--- config.mk ---
export PLATFORM = sky130hd
export DESIGN_NAME = serial_word_collector_flat
export DESIGN_NICKNAME = d
export VERILOG_FILES = /design/src/rtl/serial_collect_pkg.sv /design/src/rtl/serial_word_collector_if.sv /design/src/rtl/serial_word_collector_buffer.sv /design/src/rtl/serial_word_collector.sv /design/src/flat_wrapper.sv
export SDC_FILE = /design/constraint.sdc
export NUM_CORES = 1
export LEC_CHECK = 0
export ABC_AREA = 1
export CAP_MARGIN = 15
export CELL_PAD_IN_SITES_DETAIL_PLACEMENT = 0
export CELL_PAD_IN_SITES_GLOBAL_PLACEMENT = 1
export CORE_MARGIN = 4
export CORE_UTILIZATION = 32
export DETAILED_ROUTE_END_ITERATION = 10
export GPL_ROUTABILITY_DRIVEN = 0
export PLACE_DENSITY_LB_ADDON = 0.1
export SYNTH_ARGS = -nofsm -noshare
export SYNTH_HDL_FRONTEND = slang
export SYNTH_HIERARCHICAL = 1
export SYNTH_SLANG_ARGS = --single-unit
--- constraint.sdc ---
create_clock -name clk -period 1.4 [get_ports clk]
set_input_delay 0.28 -clock clk [delete_from_list [all_inputs] [get_ports clk]]
set_output_delay 0.28 -clock clk [all_outputs]
set_load 0.005 [all_outputs]
--- src/rtl/serial_collect_pkg.sv ---
// Shared types for serial collector stages: FSM state encoding and frame length.
// PARITY_CHECK_EN adds a trailing even-parity bit to every frame.
package serial_collect_pkg;

  typedef enum logic [1:0] {
    IDLE    = 2'd0,
    COLLECT = 2'd1,
    PARITY  = 2'd2
  } state_t;

  function automatic int unsigned frame_len(input int unsigned width);
`ifdef PARITY_CHECK_EN
    return width + 1;
`else
    return width;
`endif
  endfunction

endpackage

--- src/rtl/serial_word_collector_if.sv ---
// Word handshake between the serial collector (master) and its consumer (slave).
// PARITY_CHECK_EN adds the parity_err sideband.
interface serial_word_collector_if #(
  parameter int unsigned WIDTH = 8
);
  logic [WIDTH-1:0] word_out;
  logic             word_valid;
  logic             word_ready;
`ifdef PARITY_CHECK_EN
  logic             parity_err;
`endif

  modport master (
`ifdef PARITY_CHECK_EN
    output parity_err,
`endif
    output word_out,
    output word_valid,
    input  word_ready
  );

  modport slave (
`ifdef PARITY_CHECK_EN
    input  parity_err,
`endif
    input  word_out,
    input  word_valid,
    output word_ready
  );
endinterface

--- src/rtl/serial_word_collector_buffer.sv ---
// Single-entry valid/ready holding register; a load into a full, unaccepted
// buffer is dropped and raises a sticky overflow flag.
module word_out_buffer #(
  parameter int unsigned DW = 8
) (
  input  logic          clk,
  input  logic          rst,
  input  logic          load,
  input  logic [DW-1:0] din,
  output logic [DW-1:0] dout,
  output logic          valid,
  input  logic          ready,
  output logic          overflow
);

  always_ff @(posedge clk) begin
    if (rst) begin
      dout     <= '0;
      valid    <= 1'b0;
      overflow <= 1'b0;
    end else if (load) begin
      // Accepting on the same edge frees the slot, so the new word goes in with no bubble.
      if (!valid || ready) begin
        dout  <= din;
        valid <= 1'b1;
      end else begin
        overflow <= 1'b1;
      end
    end else if (valid && ready) begin
      valid <= 1'b0;
    end
  end

endmodule

--- src/rtl/serial_word_collector.sv ---
// Assembles LSB-first serial bits into WIDTH-bit words and hands them off through
// a single-entry buffer. PARITY_CHECK_EN appends an even-parity bit per frame.
module serial_word_collector
  import serial_collect_pkg::*;
#(
  parameter int unsigned WIDTH = 8
) (
  input  logic clk,
  input  logic rst,
  input  logic bit_in,
  input  logic bit_valid,
  input  logic clear,
  output logic busy,
  output logic overflow,
  serial_word_collector_if.master out_if
);

  localparam int unsigned CNT_W = $clog2(WIDTH + 1);
  localparam int unsigned DW    = frame_len(WIDTH);

  state_t             state_q, state_n;
  logic [CNT_W-1:0]   cnt_q, cnt_n;
  logic [WIDTH-1:0]   shreg_q, shreg_n;
  logic               load;
  logic [WIDTH-1:0]   load_word;
  logic [DW-1:0]      buf_din;
  logic [DW-1:0]      buf_dout;
`ifdef PARITY_CHECK_EN
  logic               load_perr;
`endif

  always_ff @(posedge clk) begin
    if (rst) begin
      state_q <= IDLE;
      cnt_q   <= '0;
      shreg_q <= '0;
    end else begin
      state_q <= state_n;
      cnt_q   <= cnt_n;
      shreg_q <= shreg_n;
    end
  end

  always_comb begin
    state_n   = state_q;
    cnt_n     = cnt_q;
    shreg_n   = shreg_q;
    load      = 1'b0;
    load_word = shreg_q;
`ifdef PARITY_CHECK_EN
    load_perr = 1'b0;
`endif
    if (clear) begin
      state_n = IDLE;
      cnt_n   = '0;
      shreg_n = '0;
    end else if (bit_valid) begin
      case (state_q)
        IDLE: begin
          shreg_n = WIDTH'(bit_in);
          cnt_n   = CNT_W'(1);
          state_n = COLLECT;
        end
        COLLECT: begin
          // Upper bits are zero while collecting, so OR-ing places the bit at position cnt.
          shreg_n = shreg_q | (WIDTH'(bit_in) << cnt_q);
          if (cnt_q == CNT_W'(WIDTH - 1)) begin
`ifdef PARITY_CHECK_EN
            cnt_n   = CNT_W'(WIDTH);
            state_n = PARITY;
`else
            load      = 1'b1;
            load_word = shreg_n;
            shreg_n   = '0;
            cnt_n     = '0;
            state_n   = IDLE;
`endif
          end else begin
            cnt_n = cnt_q + 1'b1;
          end
        end
`ifdef PARITY_CHECK_EN
        PARITY: begin
          load      = 1'b1;
          load_word = shreg_q;
          load_perr = (^shreg_q) ^ bit_in;
          shreg_n   = '0;
          cnt_n     = '0;
          state_n   = IDLE;
        end
`endif
        default: begin
          shreg_n = '0;
          cnt_n   = '0;
          state_n = IDLE;
        end
      endcase
    end
  end

  assign busy = (cnt_q != '0);

`ifdef PARITY_CHECK_EN
  assign buf_din           = {load_perr, load_word};
  assign out_if.parity_err = buf_dout[WIDTH];
`else
  assign buf_din = load_word;
`endif
  assign out_if.word_out = buf_dout[WIDTH-1:0];

  word_out_buffer #(
    .DW (DW)
  ) u_buf (
    .clk      (clk),
    .rst      (rst),
    .load     (load),
    .din      (buf_din),
    .dout     (buf_dout),
    .valid    (out_if.word_valid),
    .ready    (out_if.word_ready),
    .overflow (overflow)
  );

endmodule

--- src/flat_wrapper.sv ---
// flat-port wrapper written by rule: the top's interface ports become plain ports
module serial_word_collector_flat import serial_collect_pkg::*;
#(
  parameter int unsigned WIDTH = 8
)
  (clk, rst, bit_in, bit_valid, clear, busy, overflow, out_if_word_out, out_if_word_valid, out_if_word_ready);
  serial_word_collector_if #(.WIDTH(WIDTH)) out_if_i ();
  input  logic clk;
  input  logic rst;
  input  logic bit_in;
  input  logic bit_valid;
  input  logic clear;
  output logic busy;
  output logic overflow;
  output wire logic [$bits(out_if_i.word_out)-1:0] out_if_word_out;
  output wire logic [$bits(out_if_i.word_valid)-1:0] out_if_word_valid;
  input wire logic [$bits(out_if_i.word_ready)-1:0] out_if_word_ready;
  assign out_if_word_out = out_if_i.word_out;
  assign out_if_word_valid = out_if_i.word_valid;
  assign out_if_i.word_ready = out_if_word_ready;
  serial_word_collector #(.WIDTH(WIDTH)) u_core (.clk(clk), .rst(rst), .bit_in(bit_in), .bit_valid(bit_valid), .clear(clear), .busy(busy), .overflow(overflow), .out_if(out_if_i));
endmodule
## Word-level counts from Yosys, hierarchy flattened

Index checks and enable logic that the tools add are counted.

- Logic and storage cells: 42
- Output and inout port bits: 11
- Flip-flop bits (word level): 24

- Multiplexer cells: 17
- Bitwise gates (word level): 2
- Shift-type cells: 1
- Reduce and logical (&&, ||, !) cells: 11
- Equal/unequal tests: 4
- $add $sub $neg: 1

Operators by type and width:

| cell | number |
|---|---|
| $mux 8 | 5 |
| $pmux 8 s2 | 1 |
| $or 8x8->8 | 1 |
| $pmux 4 s2 | 1 |
| $reduce_and 2->1 | 4 |
| $shl 1x4->8 | 1 |
| $mux 1 | 7 |
| $add 4x1->4 const B | 1 |
| $eq 4x3->1 const B | 1 |
| $mux 4 | 1 |
| $pmux 2 s2 | 1 |
| $reduce_bool 4->1 | 1 |
| $eq 2x1->1 const B | 1 |
| $logic_not 2->1 | 1 |
| $mux 2 | 1 |
| $ne 2x1->1 const B | 1 |
| $ne 2x2->1 const B | 1 |
| $reduce_bool 2->1 | 1 |
| $reduce_or 2->1 | 1 |
| $logic_and 1x1->1 | 1 |
| $logic_not 1->1 | 1 |
| $logic_or 1x1->1 | 1 |
| $not 1->1 | 1 |

## Logic depth before layout (Yosys ltp)

Gate-level depths: netlist of run 1.

- Depth in word-level cells: 7
- Mapped depth: 11
- Gate-level depth less buffers: 11

## By module

The synthesis of run 1 kept the hierarchy.

Modules (own cells, without submodules):

| module | instances | area each (um^2) | cells an instance |
|---|---|---|---|
| serial_word_collector | 1 | 690.7 | 90 |
| word_out_buffer | 1 | 450.4 | 61 |

## Least setup slack after synthesis of run 1

Ideal clock, no wire load.

- Path kind: reg2reg
- Start: register u_core.cnt_q[1]
- End: register u_core.u_buf.overflow
- Data arrival time: 1.402 ns
- Slack: -0.072 ns
- Setup time: 0.070 ns
- Stages on the path, launching flop included: 10
- Required time: 1.330 ns
- Path through: dfxtp_1 > ha_1 > nand3_2 > nor2_2 > nand2_1 > inv_2 > buf_6 > buf_6 > nand3_1 > a21oi_1

- Word-level cells in the longest chain between the ends: 6

Ends and longest elaborated chain:

| item | line | source |
|---|---|---|
| start: declaration | serial_word_collector.sv:22 | `logic [CNT_W-1:0] cnt_q, cnt_n;` |
| start signal: assignment | serial_word_collector.sv:39 | `cnt_q <= cnt_n;` |
| $eq 4x3->1 | serial_word_collector.sv:67 | `if (cnt_q == CNT_W'(WIDTH - 1)) begin` |
| $mux 1 | serial_word_collector.sv:67 |  |
| $mux 1 | serial_word_collector.sv:58 | `case (state_q)` |
| $mux 1 | serial_word_collector.sv:57 | `end else if (bit_valid) begin` |
| $mux 1 | serial_word_collector.sv:53 | `if (clear) begin` |
| named net u_core.load | serial_word_collector.sv:24 | `logic load;` |
| $reduce_and 2->1 (no source line) | -- |  |
| end signal: assignment | serial_word_collector_buffer.sv:20 | `overflow <= 1'b0;` |
| end signal: assignment | serial_word_collector_buffer.sv:27 | `overflow <= 1'b1;` |
| end: declaration | serial_word_collector_buffer.sv:13 | `output logic overflow` |

The timed path passes the listed nets, and every way through them passes these cells.
A chain may end at the register's enable or synchronous reset.

## Final worst setup path of run 1

- Start: register u_core.cnt_q[1]
- End: output port busy

- Word-level cells in the longest chain between the ends: 1

Ends and longest elaborated chain:

| item | line | source |
|---|---|---|
| $reduce_bool 4->1 | serial_word_collector.sv:101 | `assign busy = (cnt_q != '0);` |
| end: declaration | flat_wrapper.sv:13 | `output logic busy;` |

Every way passes these cells.

==> results_dict.tcl, run 1 <==
set metrics [dict create \
    ctsRootBufferMaster "clkbuf_4" \
    run_status "finished, final reports clean" \
    final_cell_mix "nand2_1 (23), inv_1 (20), buf_4 (17)" \
    crit_fanout 2 \
    ant_nets 0 \
    routedWlPerCell_um 11.6 \
    wl_um 2710 \
    layout_commonest_cell "nand2_1" \
    worstHoldPathCells 2 \
    synth_compound_gate_area_share 0.132 \
    drc 0 \
    max_freq_mhz 715 \
    pwr-share-clk 0.295 \
    ir_drop_mv 0.480 \
    synthAdderAreaFrac 0.0219 \
    final_cells 233 \
    yosysWarnings 6 \
    fin_skew_ps 10.3 \
    post-place-cells 223 \
    core-area_um2 3390 \
    intPower_mw 0.817 \
    fin_nets 196 \
    overflow 0 \
    critical_path_arrival_ps 1120 \
    rsz0062_at_grt "true" \
    antenna_found_initial 0 \
    switching_share 0.254 \
    numPortBuffers 16 \
    end_kind "output pin" \
    grt_pass1_wl_um 4530 \
    tritoncts "yes" \
    htreeDepth 1 \
    vias 1027 \
    drv_slew 0 \
    ios 17 \
    synthXorXnorAreaFrac 0.00768 \
    first_global_vias 1092 \
    viasPerCell 4.41 \
    syn_area_um2 1140 \
    seq_area_frac_synth 0.404 \
    drive_gt1_frac 0.364 \
    initial_core_util 0.337 \
    critical_path_class "reg -> out" \
    path_cells "buf_6 > inv_4 > ha_4 > nand2_2 > buf_2" \
    cap_viol_max_count 0 \
    n_antenna_cell 0 \
    syn_to_final_growth_pct 41.1 \
    syn_inst 151 \
    hold_viol_final 0 \
    syn_nets 159 \
    power.leakage_nw 0.693 \
    final-setup-viol-count 0 \
    fillers 342 \
    worstSkewPairLatency_ps 320 \
    p_switching_mw 0.279 \
    tightest_slew_ps 313 \
    synth_mux_area_frac 0 \
    post-route-period-util 1.00 \
    p_comb_frac 0.100 \
    hpwlAfterDp_um 2020 \
    cts_buffer_depth 2 \
    drt-initial-drc-count 45 \
    post-route-min-period_ps 1400 \
    die_w_um 67.7 \
    synth-simple-area-share 0.310 \
    cts_sinks 23 \
    hp-class "reg -> reg" \
    critPathSlowestCell "dfxtp_2" \
    tns_ps 0 \
    grt_max_degree 18 \
    fp.dieArea_um2 4590 \
    clk_pin_slew_ps 140 \
    start_kind "flop" \
    synth_cell_type_count 25 \
    required_ps 1120 \
    cts_hold_buffers 0 \
    reg2reg_depth 10 \
    grt_usage 0.133 \
    rows 21 \
    avgSynthCellArea_um2 7.56 \
    ys_seq_elements 23 \
    first_pass_iters 4 \
    slowest_delay_ps 360 \
    synth_top_family_by_area "simple AND/OR/NAND/NOR gates" \
    chipHeight_um 67.7 \
    cts_inserted_buffers 3 \
    slew_headroom 0.791 \
    power_density_nw_per_um2 680 \
    seq_power_share 0.605 \
]
what timing repair did:
item                                   in CTS  in global routing
setup endpoints to repair                  18                 11
setup buffers                               3                  3
pin swaps                                   1                  4
endpoints found under the hold margin       0                  0
cloned                                      0                  0
gates resized for setup                    31                 12
cell type report:
type | instances | area [um2] | share of cell area
inverters | 25 | 104 | 0.0645
well taps | 46 | 57.6 | 0.0357
flip-flops and latches | 23 | 475 | 0.295
multi-input cells | 96 | 591 | 0.367
clock inverters | 1 | 5.00 | 0.00311
clock buffers | 3 | 22.5 | 0.0140
repair buffers | 39 | 355 | 0.221
critical path: cells and delay by family (launching register included):
family	cells	cell delay [ps]
simple gates	1	40
fa+ha+maj	1	120
buf+inv	3	280
flops	1	360
state kept, by name, summed over array words and instances (netlist names):
name	flops
u_core/u_buf/valid	1
u_core/shreg_q	8
u_core/state_q	1
u_core/u_buf/overflow	1
u_core/cnt_q	4
u_core/u_buf/dout	8
path summary, 6_finish.rpt:
check | startpoint | end | slack, ps
max | u_core/cnt_q[1] | busy | 0.6
min reg2reg | u_core/u_buf/overflow | u_core/u_buf/overflow | 450
max reg2reg | u_core/cnt_q[1] | u_core/u_buf/dout[4] | 30
min | u_core/u_buf/overflow | u_core/u_buf/overflow | 450
power groups by stage:
stage / logic [mW] / registers [mW] / clock network [mW]
3_3_place_gp: 0.0973 / 0.678 / 0
2_1_floorplan: 0.0485 / 0.678 / 0
6_report: 0.110 / 0.663 / 0.323
5_1_grt: 0.120 / 0.664 / 0.374
3_5_place_dp: 0.0978 / 0.678 / 0
4_1_cts: 0.102 / 0.663 / 0.347
routing by layer:
layer | up-vias | share of wire | wire, um | global-route usage
met2 | 11 | 0.46 | 1260 | 0.226
met5 | - | 0 | 0 | 0
met1 | 470 | 0.50 | 1350 | 0.161
li1 | 544 | - | - | -
met3 | 2 | 0.027 | 74 | 0.0366
met4 | 0 | 0.0085 | 23 | 0.0430
cell families (layout without fill, tap and decap cells):
family          count (synthesis)  in the layout
fa+ha+maj                       2              2
xor+xnor                        1              1
compound gates                 26             26
buf+inv                        32             68
flops                          23             23
simple gates                   67             67
per-stage QoR:
step	hold WS, ps	power (mW)	instance area (um2)	setup slack, ps	utilization
after CTS	457	1.11	1550	-48.1	0.456
after detailed placement	441	0.776	1470	-266	0.432
final	453	1.10	1610	0.609	0.475
after floorplan	349	0.726	1140	13.9	-
after global placement	442	0.775	1470	-272	0.432
after global routing	484	1.16	1610	-87.1	0.475
synthesized netlist by cell type:
cell type / n / area (um2)
nor3_4: 3 / 48.8
nand2_2: 1 / 6.26
inv_1: 20 / 75.1
a21oi_1: 16 / 80.1
a21boi_1: 1 / 7.51
clkbuf_1: 4 / 15.0
nor3_1: 1 / 5.00
inv_2: 5 / 18.8
a31o_1: 1 / 8.76
nand2_4: 2 / 22.5
buf_6: 3 / 33.8
nand3_2: 2 / 20.0
a21oi_2: 3 / 26.3
nor2_1: 17 / 63.8
dfxtp_1: 23 / 460
nor3_2: 2 / 20.0
or2_2: 1 / 6.26
nand4_1: 1 / 6.26
nand2_1: 26 / 97.6
o21ai_0: 4 / 20.0
ha_1: 2 / 25.0
nor2_2: 2 / 12.5
nand3_1: 9 / 45.0
a211oi_1: 1 / 7.51
xor2_1: 1 / 8.76
No activity file was read; power rests on OpenSTA's default activity.
==> inputs of run 2 (changes only) <==
--- a/config.mk
+++ b/config.mk
@@ -18,3 +18,4 @@
 export SYNTH_HDL_FRONTEND = slang
 export SYNTH_HIERARCHICAL = 1
 export SYNTH_SLANG_ARGS = --single-unit
+export TNS_END_PERCENT = 100
==> results of run 2 <==
No change in the layout: final DEF, timing and power equal those of run 1.
